--- src/rtl/connect4_pkg.sv ---
// Shared cell codes, palette and board geometry for the Connect-4 pixel renderer.
package connect4_pkg;

    typedef enum logic [1:0] {
        EMPTY = 2'b00,
        P1    = 2'b01,
        P2    = 2'b10
    } cell_e;

    localparam logic [7:0] BLACK  = 8'h00;
    localparam logic [7:0] BLUE   = 8'h03;
    localparam logic [7:0] RED    = 8'hE0;
    localparam logic [7:0] YELLOW = 8'hFC;
    localparam logic [7:0] WHITE  = 8'hFF;

    localparam int COLS       = 7;
    localparam int ROWS       = 6;
    localparam int CELL_SHIFT = 6;

    // Code 11 is undefined game state and renders like an empty cell.
    function automatic logic [7:0] player_colour(input logic [1:0] code);
        case (code)
            P1:      return RED;
            P2:      return YELLOW;
            default: return BLACK;
        endcase
    endfunction

endpackage

--- src/rtl/connect4_pixel_renderer_disc_hit.sv ---
// Two-stage dx^2+dy^2 <= R^2 test against the centre of a 64x64 cell.
module disc_hit #(
    parameter int unsigned R2 = 784
) (
    input  logic       dclk,
    input  logic       clr,
    input  logic [5:0] lx,
    input  logic [5:0] ly,
    output logic       in_disc
);

    logic [5:0]  lx_q, lx_d, ly_q, ly_d;
    logic [12:0] sum_q, sum_d;

    // Square via magnitude so the product stays 12 bits unsigned (max 32^2).
    function automatic logic [11:0] sq_off(input logic [5:0] l);
        logic signed [6:0] d;
        logic [5:0]        m;
        d = signed'({1'b0, l}) - 7'sd32;
        m = d[6] ? 6'(-d) : 6'(d);
        return 12'(m) * 12'(m);
    endfunction

    always_comb begin
        lx_d  = lx;
        ly_d  = ly;
        sum_d = 13'(sq_off(lx_q)) + 13'(sq_off(ly_q));
    end

    always_ff @(posedge dclk or posedge clr) begin
        if (clr) begin
            lx_q  <= '0;
            ly_q  <= '0;
            sum_q <= '0;
        end else begin
            lx_q  <= lx_d;
            ly_q  <= ly_d;
            sum_q <= sum_d;
        end
    end

    assign in_disc = sum_q <= 13'(R2);

endmodule

--- src/rtl/connect4_pixel_renderer.sv ---
// Three-stage pixel colour pipeline for the 7x6 Connect-4 board on 640x480 VGA,
// rendering from per-frame shadow copies of the game state.
module connect4_pixel_renderer
    import connect4_pkg::*;
#(
    parameter int unsigned BOARD_X0  = 96,
    parameter int unsigned BOARD_Y0  = 64,
    parameter int unsigned DISC_R2   = 784,
    parameter int unsigned BLINK_BIT = 4
) (
    input  logic        dclk,
    input  logic        clr,
    input  logic [10:0] x_pixel,
    input  logic [10:0] y_pixel,
    input  logic        vid_enable,
    input  logic        hsync_in,
    input  logic        vsync_in,
    input  logic [83:0] board_state,
    input  logic [41:0] win_mask,
    input  logic [2:0]  cursor_col,
    input  logic [1:0]  cur_player,
    output logic [2:0]  red,
    output logic [2:0]  green,
    output logic [1:0]  blue,
    output logic        hsync_out,
    output logic        vsync_out
);

    // Frame snapshot state
    logic        vs_last_q, vs_last_d, vsync_fall, blink;
    logic [83:0] sh_board_q, sh_board_d;
    logic [41:0] sh_win_q, sh_win_d;
    logic [2:0]  sh_col_q, sh_col_d;
    logic [1:0]  sh_player_q, sh_player_d;
    logic [4:0]  frame_cnt_q, frame_cnt_d;

    // Pipeline state
    logic [10:0] gx, gy;
    logic        in_x, in_y, cur_valid, in_disc;
    logic [2:0]  brow;
    logic        vid_s1_q, vid_s1_d, cur_s1_q, cur_s1_d, brd_s1_q, brd_s1_d;
    logic [2:0]  col_s1_q, col_s1_d;
    logic [5:0]  idx_s1_q, idx_s1_d;
    logic        vid_s2_q, vid_s2_d, cur_s2_q, cur_s2_d, brd_s2_q, brd_s2_d;
    logic        win_s2_q, win_s2_d;
    logic [1:0]  code_s2_q, code_s2_d;
    logic [7:0]  cur_rgb_s2_q, cur_rgb_s2_d;
    logic [7:0]  rgb_q, rgb_d;
    logic [3:0]  hs_pipe_q, hs_pipe_d, vs_pipe_q, vs_pipe_d;

    always_comb begin
        vsync_fall  = vs_last_q & ~vsync_in;
        vs_last_d   = vsync_in;
        sh_board_d  = sh_board_q;
        sh_win_d    = sh_win_q;
        sh_col_d    = sh_col_q;
        sh_player_d = sh_player_q;
        frame_cnt_d = frame_cnt_q;
        if (vsync_fall) begin
            sh_board_d  = board_state;
            sh_win_d    = win_mask;
            sh_col_d    = cursor_col;
            sh_player_d = cur_player;
            frame_cnt_d = frame_cnt_q + 5'd1;
        end
    end

    assign blink = frame_cnt_q[BLINK_BIT];

    // S1: geometry. Coordinates left of / above the board wrap to large values.
    always_comb begin
        gx       = x_pixel - 11'(BOARD_X0);
        gy       = y_pixel - 11'(BOARD_Y0);
        in_x     = gx < 11'(COLS << CELL_SHIFT);
        in_y     = gy < 11'(ROWS << CELL_SHIFT);
        brow     = 3'(ROWS - 1) - gy[CELL_SHIFT +: 3];
        vid_s1_d = vid_enable;
        cur_s1_d = in_x && (y_pixel < 11'(BOARD_Y0));
        brd_s1_d = in_x && in_y;
        col_s1_d = gx[CELL_SHIFT +: 3];
        idx_s1_d = brd_s1_d ? 6'(brow) * 6'(COLS) + 6'(gx[CELL_SHIFT +: 3]) : 6'd0;
    end

    disc_hit #(.R2(DISC_R2)) u_disc_hit (
        .dclk    (dclk),
        .clr     (clr),
        .lx      (gx[5:0]),
        .ly      (gy[5:0]),
        .in_disc (in_disc)
    );

    // S2: cell fetch from the shadow copy; cursor colour resolved early.
    always_comb begin
        cur_valid    = (sh_col_q < 3'(COLS)) && (sh_player_q == P1 || sh_player_q == P2);
        vid_s2_d     = vid_s1_q;
        cur_s2_d     = cur_s1_q;
        brd_s2_d     = brd_s1_q;
        code_s2_d    = sh_board_q[{idx_s1_q, 1'b0} +: 2];
        win_s2_d     = sh_win_q[idx_s1_q] & blink;
        cur_rgb_s2_d = (cur_valid && col_s1_q == sh_col_q) ? player_colour(sh_player_q) : BLACK;
    end

    // S3: colour priority.
    always_comb begin
        rgb_d = BLACK;
        if (!vid_s2_q)
            rgb_d = BLACK;
        else if (cur_s2_q)
            rgb_d = in_disc ? cur_rgb_s2_q : BLACK;
        else if (!brd_s2_q)
            rgb_d = BLACK;
        else if (!in_disc)
            rgb_d = BLUE;
        else if (win_s2_q)
            rgb_d = WHITE;
        else
            rgb_d = player_colour(code_s2_q);
        hs_pipe_d = {hs_pipe_q[2:0], hsync_in};
        vs_pipe_d = {vs_pipe_q[2:0], vsync_in};
    end

    always_ff @(posedge dclk or posedge clr) begin
        if (clr) begin
            vs_last_q    <= 1'b1;
            sh_board_q   <= '0;
            sh_win_q     <= '0;
            sh_col_q     <= '0;
            sh_player_q  <= '0;
            frame_cnt_q  <= '0;
            vid_s1_q     <= 1'b0;
            cur_s1_q     <= 1'b0;
            brd_s1_q     <= 1'b0;
            col_s1_q     <= '0;
            idx_s1_q     <= '0;
            vid_s2_q     <= 1'b0;
            cur_s2_q     <= 1'b0;
            brd_s2_q     <= 1'b0;
            win_s2_q     <= 1'b0;
            code_s2_q    <= '0;
            cur_rgb_s2_q <= '0;
            rgb_q        <= '0;
            hs_pipe_q    <= '1;
            vs_pipe_q    <= '1;
        end else begin
            vs_last_q    <= vs_last_d;
            sh_board_q   <= sh_board_d;
            sh_win_q     <= sh_win_d;
            sh_col_q     <= sh_col_d;
            sh_player_q  <= sh_player_d;
            frame_cnt_q  <= frame_cnt_d;
            vid_s1_q     <= vid_s1_d;
            cur_s1_q     <= cur_s1_d;
            brd_s1_q     <= brd_s1_d;
            col_s1_q     <= col_s1_d;
            idx_s1_q     <= idx_s1_d;
            vid_s2_q     <= vid_s2_d;
            cur_s2_q     <= cur_s2_d;
            brd_s2_q     <= brd_s2_d;
            win_s2_q     <= win_s2_d;
            code_s2_q    <= code_s2_d;
            cur_rgb_s2_q <= cur_rgb_s2_d;
            rgb_q        <= rgb_d;
            hs_pipe_q    <= hs_pipe_d;
            vs_pipe_q    <= vs_pipe_d;
        end
    end

    assign {red, green, blue} = rgb_q;
    assign hsync_out = hs_pipe_q[3];
    assign vsync_out = vs_pipe_q[3];

endmodule

--- config.mk ---
export PLATFORM = sky130hd
export DESIGN_NAME = connect4_pixel_renderer
export DESIGN_NICKNAME = d
export VERILOG_FILES = /design/src/rtl/connect4_pkg.sv /design/src/rtl/connect4_pixel_renderer_disc_hit.sv /design/src/rtl/connect4_pixel_renderer.sv
export SDC_FILE = /design/constraint.sdc
export NUM_CORES = 1
export LEC_CHECK = 0
export ABC_CLOCK_PERIOD_IN_PS = 6900
export CAP_MARGIN = 20
export CORE_ASPECT_RATIO = 2
export CORE_MARGIN = 10
export CORE_UTILIZATION = 54
export CTS_CLUSTER_SIZE = 28
export DETAILED_ROUTE_END_ITERATION = 7
export PLACE_DENSITY = 0.82
export RECOVER_POWER = 100
export SYNTH_ARGS = -nofsm -noshare
export SYNTH_HDL_FRONTEND = slang
export SYNTH_SLANG_ARGS = --single-unit
--- constraint.sdc ---
create_clock -name dclk -period 6.9 [get_ports dclk]
set_clock_uncertainty 0.2 [all_clocks]
set_input_delay 1.035 -clock dclk [delete_from_list [all_inputs] [get_ports dclk]]
set_output_delay 1.035 -clock dclk [all_outputs]
set_load 0.1 [all_outputs]
# After elaboration in Yosys (flattened, before gate mapping)
# Cells that the tools add are included.
# W data, S select, Z words.
# classes
reduce_logical,5
addsub,10
eq_ne,5
mux,14
shift,1
mul,3
n_lt_le_gt_ge,6
bitwise_logic,3
# op_table
op,count
$shiftx A84 B8 Y2,1
$mux W8,7
$pmux W8 S2,2
$mul A6 B6 Y12,2
$lt A11 B9 Y1 const B,2
$sub A11 B7 Y11 const B,2
$mux W6,3
$sub A6 B6 Y7 const B,2
$add A12 B12 Y13,1
$le A13 B10 Y1 const B,1
$neg A6 Y6,2
$lt A11 B7 Y1 const B,1
$lt A6 B7 Y1 const B,1
$add A6 B3 Y6,1
$bmux W1 S6,1
$mul A3 B3 Y6 const B,1
$add A5 B1 Y5 const B,1
$eq A2 B1 Y1 const B,2
$eq A2 B2 Y1 const B,2
$logic_and A1 B1 Y1,4
$eq A3 B3 Y1,1
$lt A3 B3 Y1 const B,1
$sub A3 B3 Y3 const A,1
$and A1 B1 Y1,2
other kinds (3),3
# totals
in_bits,158
register_bits,204

# Logic depth before layout (Yosys ltp)
# depth
word_depth,7
mapped_depth,25
depth_no_buf,25

# Cells and area by module
# Synthesis repeated with hierarchy kept, for this count alone.
# hier_totals
hier_cells,774
area_unflattened_um2,10197.3
# modules_own_cells
module,cells_each,seq_area_each_um2,area_each_um2,instances
connect4_pixel_renderer,522,4189.0,7621.1,1
disc_hit,252,625.6,2576.2,1

# Worst setup path after synthesis
# No wires, ideal clock.
# synth_path
path_type,flip-flop to flip-flop
start,register u_disc_hit.ly_q[0]
end,register u_disc_hit.sum_q[11]
slack_ns,1.153
arrival_time_ns,5.467
synth_period_minus_slack_ns,5.747
path_stages_with_launch,21
setup_ns,0.080
path_cell_list,dfrtp_1 inv_1 ha_1 a21oi_1 xor2_1 nand2_1 fa_1 fa_1 inv_1 fa_1 inv_1 fa_1 fa_1 inv_1 ha_1 a21o_1 a21oi_1 o21ai_0 or4_1 o311ai_0 xnor2_1
# synth_via
elab_chain_len,5
# synth_lines
item,line,text
"start, declared",connect4_pixel_renderer_disc_hit.sv:12,"logic [5:0] lx_q, lx_d, ly_q, ly_d;"
"start signal, assigned",connect4_pixel_renderer_disc_hit.sv:37,ly_q <= ly_d;
$sub A6 B6 Y7 *,connect4_pixel_renderer_disc_hit.sv:19,"d = signed'({1'b0, l}) - 7'sd32;"
$neg A6 Y6,connect4_pixel_renderer_disc_hit.sv:20,m = d[6] ? 6'(-d) : 6'(d);
$mux W6 *,connect4_pixel_renderer_disc_hit.sv:20,
$mul A6 B6 Y12 *,connect4_pixel_renderer_disc_hit.sv:21,return 12'(m) * 12'(m);
$add A12 B12 Y13 *,connect4_pixel_renderer_disc_hit.sv:27,sum_d = 13'(sq_off(lx_q)) + 13'(sq_off(ly_q));
net u_disc_hit.sum_d[11],connect4_pixel_renderer_disc_hit.sv:13,"logic [12:0] sum_q, sum_d;"
"end signal, assigned",connect4_pixel_renderer_disc_hit.sv:38,sum_q <= sum_d;
"end, declared",connect4_pixel_renderer_disc_hit.sv:13,
# The timed path passes the listed nets; every way through them passes the cells marked *.
# A chain may end at the register's enable or synchronous reset.

# Worst setup path after layout
# Same ends and word-level chain as after synthesis.

==> results <==
- The number of warnings issued by yosys is 0.
- The die boundary width is 116.2 um.
- The sequential-to-total area share from yosys stat is 0.4821.
- The die covers between 20000 and 25000 sq um.
- The number of instances resized during post-cts repair is 0.
- Yosys instantiated no cell more often than sky130_fd_sc_hd__dfrtp_1.
- After clock tree synthesis, the clock-pin slew on the worst setup and hold paths is 70 ps.
- The commonest register cell after synthesis is sky130_fd_sc_hd__dfrtp_1.
- The first-pass iteration count of the detailed router is 4.
- Of all cell types, the one taking the most synthesized area is sky130_fd_sc_hd__dfrtp_1.
- The largest fanout of any net on the critical path is 7.
- The first-iteration detailed-routing DRC count is 201.
- The largest buffer count on any clock path is 2.
- The total CTS buffers is 17.
- The fraction of registers with async set or reset after synthesis is 1.000.
- The number of global-route vias before repair is 7208.
- The initial utilization of the core area, before any placement, comes to 0.5482.
- Setup slack on the worst reg-to-reg path comes out at 690 ps.
- By count the netlist is led by sky130_fd_sc_hd__dfrtp_1, sky130_fd_sc_hd__mux2_2, sky130_fd_sc_hd__inv_1.
- The first-pass GRT wire length is around 37000 um.
- The count of pins over their slew limit was 240.
- The overall overflow remaining after global route is 0.
- The count of buffers inserted at the top-level ports is 167.
- The die outline height is 212.3 um.
- Measured in cells, the most critical reg-to-reg path has a length of 20.
- The number of hold buffers added after CTS was 0.
- CTS placed an instance of sky130_fd_sc_hd__clkbuf_16 at the clock tree root.
- The number of placed I/O pins is 168.
- In this run the post-CTS setup repair buffer count came out at 0.
- The measured slew at the worst slew-check pin is 3332 ps.
- For this design the ratio of total power to cell area is 293.1 nW/um^2.
- The number of antenna violations at the first check in global routing is 1.
- Summing over every cut layer, the via total after detailed routing is 6271.
- The run finished, with violations left.
- The max-capacitance violation count is 3.
- The core region is 18220 sq um.
- The reg-to-reg critical path startpoint is u_disc_hit.ly_q[0].
- The max-slew headroom at the worst pin is -1.221.
- Across the VDD grid, the largest voltage drop is 0.1931 mV.
- After synthesis the cells add up to 9987 sq um.
- Of the cells placed in the final design, the portion with a size suffix greater than 1 is 0.2184.
- The worst path needs 6209 ps of the cycle, external delays included.
- In the final routed layout, each cell accounts on average for 19.97 um.
- After routing, the total negative slack on setup checks comes to 0 ps.
- The total number of nets in the final design is 1156.
- The sequential cells in the finished layout cover a total of between 4000 and 5000 sq um.
- The path category of the worst min-delay check is reg2reg.
- Prior to clock tree synthesis, the placed netlist has a worst setup slack of 705.5 ps.
- The count of flip-flops with a built-in enable after synthesis is 0.
- In the post-synthesis netlist, the biggest area contributors are sky130_fd_sc_hd__dfrtp_1, sky130_fd_sc_hd__mux2_2, sky130_fd_sc_hd__fa_1.
- Of the post-synthesis cell area, the dominant cell type holds 0.4610.
- The H-tree was split into 4 levels.
- The hold violation total from the final report is 0.
- In the finished design, the share of the clock period the worst path needs comes to 0.8998.
- Each instance of the synthesized netlist takes up on average 13.18 sq um.
- Once routing completed, OpenROAD measured the worst setup slack at 691.2 ps.
- After floorplanning, the core was divided into 70 placement rows.
- In the routed design, unresolved DRC markers number 0.
- Entering global routing, the biggest net connects 138 pins.
- After synthesis the netlist holds a flip-flop and latch count of roughly 190.
- The most critical setup path has its startpoint at u_disc_hit.ly_q[0].
- The number of distinct library cells after synthesis is 52.
- The checks that failed: capacitance limit, slew limit.
- The number of sinks handled by clock tree synthesis is 192.
- For this design the static power due to leakage is 5.405 nW.
- The critical register-to-register path endpoint is u_disc_hit.sum_q[11].
- Setup repair after global routing left no endpoint under its margin.
- The total setup violations reported at the end of the flow is 0.
- For this run, the top clock speed supported by timing is ~160 MHz.
- The total routing usage reported by global routing is 0.1983.
- The post-route antenna net violation count is 0.
- The element type at the critical path end is a flop.
- The signal arrival time at the worst endpoint is 6370 ps.
- The clock tree from TritonCTS is yes.
- The post-detailed-routing wire length is 22990 um.
- The post-route worst hold slack is about 150 ps.
- From synthesis to final layout, the design area changed by 23.88%.
- The cell count after synthesis came out at around 760.
- The later pin in the worst-skew pair is clocked with a latency of 440 ps.
- The footprint of the multi-input gates is between 4000 and 5000 sq um.
- The worst setup path is launched from a flop.
- Dividing the detail-routed via count by the number of cells gives 5.448.
- The half-perimeter wire length after placement is 17640 um.
- In this run the worst setup path terminates at u_disc_hit.sum_q[11].
- The number of filler instances in the final layout is around 1300.
- At the end of routability-driven placement, the weighted congestion stood at 0.8773.
- For the worst setup path, the data required time is 7060 ps.
- The critical setup path kind is reg2reg.
[worst min path at each step]
stage,cells after the start,slack [ps],endpoint,start
floorplan,0,130,brd_s2_q,brd_s1_q
finish,0,150,cur_s2_q,cur_s1_q
global placement,0,130,brd_s2_q,brd_s1_q
global route,0,160,vs_pipe_q[2],vs_pipe_q[1]
CTS,0,160,cur_s2_q,cur_s1_q
detailed placement,0,140,cur_s2_q,cur_s1_q
[flip-flops by register name, indices dropped and copies added (netlist names)]
name / cells
sh_col_q: 3
vs_pipe_q: 4
hs_pipe_q: 4
cur_s2_q: 1
idx_s1_q: 6
win_s2_q: 1
brd_s2_q: 1
vid_s2_q: 1
u_disc_hit.ly_q: 6
sh_board_q: 84
code_s2_q: 2
vid_s1_q: 1
cur_s1_q: 1
col_s1_q: 3
frame_cnt_q: 5
rgb_q: 3
sh_player_q: 2
u_disc_hit.lx_q: 6
sh_win_q: 42
brd_s1_q: 1
cur_rgb_s2_q: 2
u_disc_hit.sum_q: 13
[report_power, final]
part	total, W	switching [W]	leakage (nW)	internal (W)
sequential	0.00141	0.0000954	2.28	0.00132
clock	0.000939	0.000447	0.267	0.000493
combinational	0.00128	0.000626	2.86	0.000649
total	0.00363	0.00117	5.40	0.00246
[routing by layer]
layer  share of wire  wire length, um  vias to the layer above  global-route usage
met3           0.046             1066                       37             0.04657
met1            0.33             7473                     3182              0.1885
met5               0                0                        -                   0
li1                -                -                     2912                   -
met4           0.033              756                        0             0.08590
met2            0.60            13690                      140              0.3836
[worst max-delay path, cell delays in order, from the launching register on]
cell and delay (ps):
sky130_fd_sc_hd__dfrtp_1 480, sky130_fd_sc_hd__inv_1 120, sky130_fd_sc_hd__ha_1 230, sky130_fd_sc_hd__a21oi_1 150, sky130_fd_sc_hd__xor2_1 390, sky130_fd_sc_hd__nand2_1 140, sky130_fd_sc_hd__fa_1 540, sky130_fd_sc_hd__fa_1 560
sky130_fd_sc_hd__inv_1 60, sky130_fd_sc_hd__fa_1 570, sky130_fd_sc_hd__inv_1 70, sky130_fd_sc_hd__fa_1 510, sky130_fd_sc_hd__fa_1 610, sky130_fd_sc_hd__inv_1 60, sky130_fd_sc_hd__ha_1 290, sky130_fd_sc_hd__a21o_1 160
sky130_fd_sc_hd__a21oi_1 200, sky130_fd_sc_hd__o21ai_0 140, sky130_fd_sc_hd__or4_1 390, sky130_fd_sc_hd__o311ai_0 120, sky130_fd_sc_hd__xnor2_1 160
[stage by stage]
stage               cell area [sq um]    util  total power, W  cells
floorplan                        9998       -        0.002341    761
global placement                11840  0.6497        0.002680   1118
detailed placement              11840  0.6497        0.002720   1118
CTS                             12400  0.6805        0.003671   1150
global route                    12370  0.6791        0.003922   1151
finish                          12370  0.6791        0.003626   1151
[logic make-up (layout without fill, tap and decap cells)]
group                      Yosys count  after routing  synth area share
muxes                              173            173            0.2288
adders and majority gates           77             77            0.1243
AOI/OAI and AO/OA                   53             53           0.03508
and+or+nand+nor                    113            113           0.05462
DFF                                192            192            0.4821
buffers and inverters              120            293           0.04986
xor gates and xnor gates            28             28           0.02455
other                                2              6         0.0007520
[cell type report]
class                           instances  area share
Clock inverter                         11    0.008091
Tap cell                              216     0.02184
Clock buffer                           21     0.03722
Antenna cell                            1   0.0002023
Multi-Input combinational cell        449      0.3790
Sequential cell                       192      0.3893
Timing Repair Buffer                  170      0.1361
Inverter                               91     0.02822
[layout by cell type, fill, tap and decap left out, types with 6 or more instances in the layout]
cell,netlist,routed
sky130_fd_sc_hd__clkbuf_16,0,17
sky130_fd_sc_hd__xnor2_1,22,22
sky130_fd_sc_hd__xor2_1,6,6
sky130_fd_sc_hd__inv_1,90,89
sky130_fd_sc_hd__mux4_2,23,23
sky130_fd_sc_hd__nand2b_1,6,6
sky130_fd_sc_hd__nand2_1,21,21
sky130_fd_sc_hd__a21oi_1,13,14
sky130_fd_sc_hd__fa_1,37,37
sky130_fd_sc_hd__mux2i_1,10,10
sky130_fd_sc_hd__mux4_1,6,6
sky130_fd_sc_hd__nor2_1,41,41
sky130_fd_sc_hd__dfrtp_1,184,183
sky130_fd_sc_hd__a22oi_1,6,6
sky130_fd_sc_hd__ha_1,40,40
sky130_fd_sc_hd__dlygate4sd3_1,0,27
sky130_fd_sc_hd__nor3_1,11,11
sky130_fd_sc_hd__nor2b_1,11,10
sky130_fd_sc_hd__mux2_2,134,133
sky130_fd_sc_hd__o21ai_0,10,11
sky130_fd_sc_hd__dfstp_2,8,8
sky130_fd_sc_hd__clkdlybuf4s50_1,0,140
No activity file was read; power rests on OpenSTA's default activity.
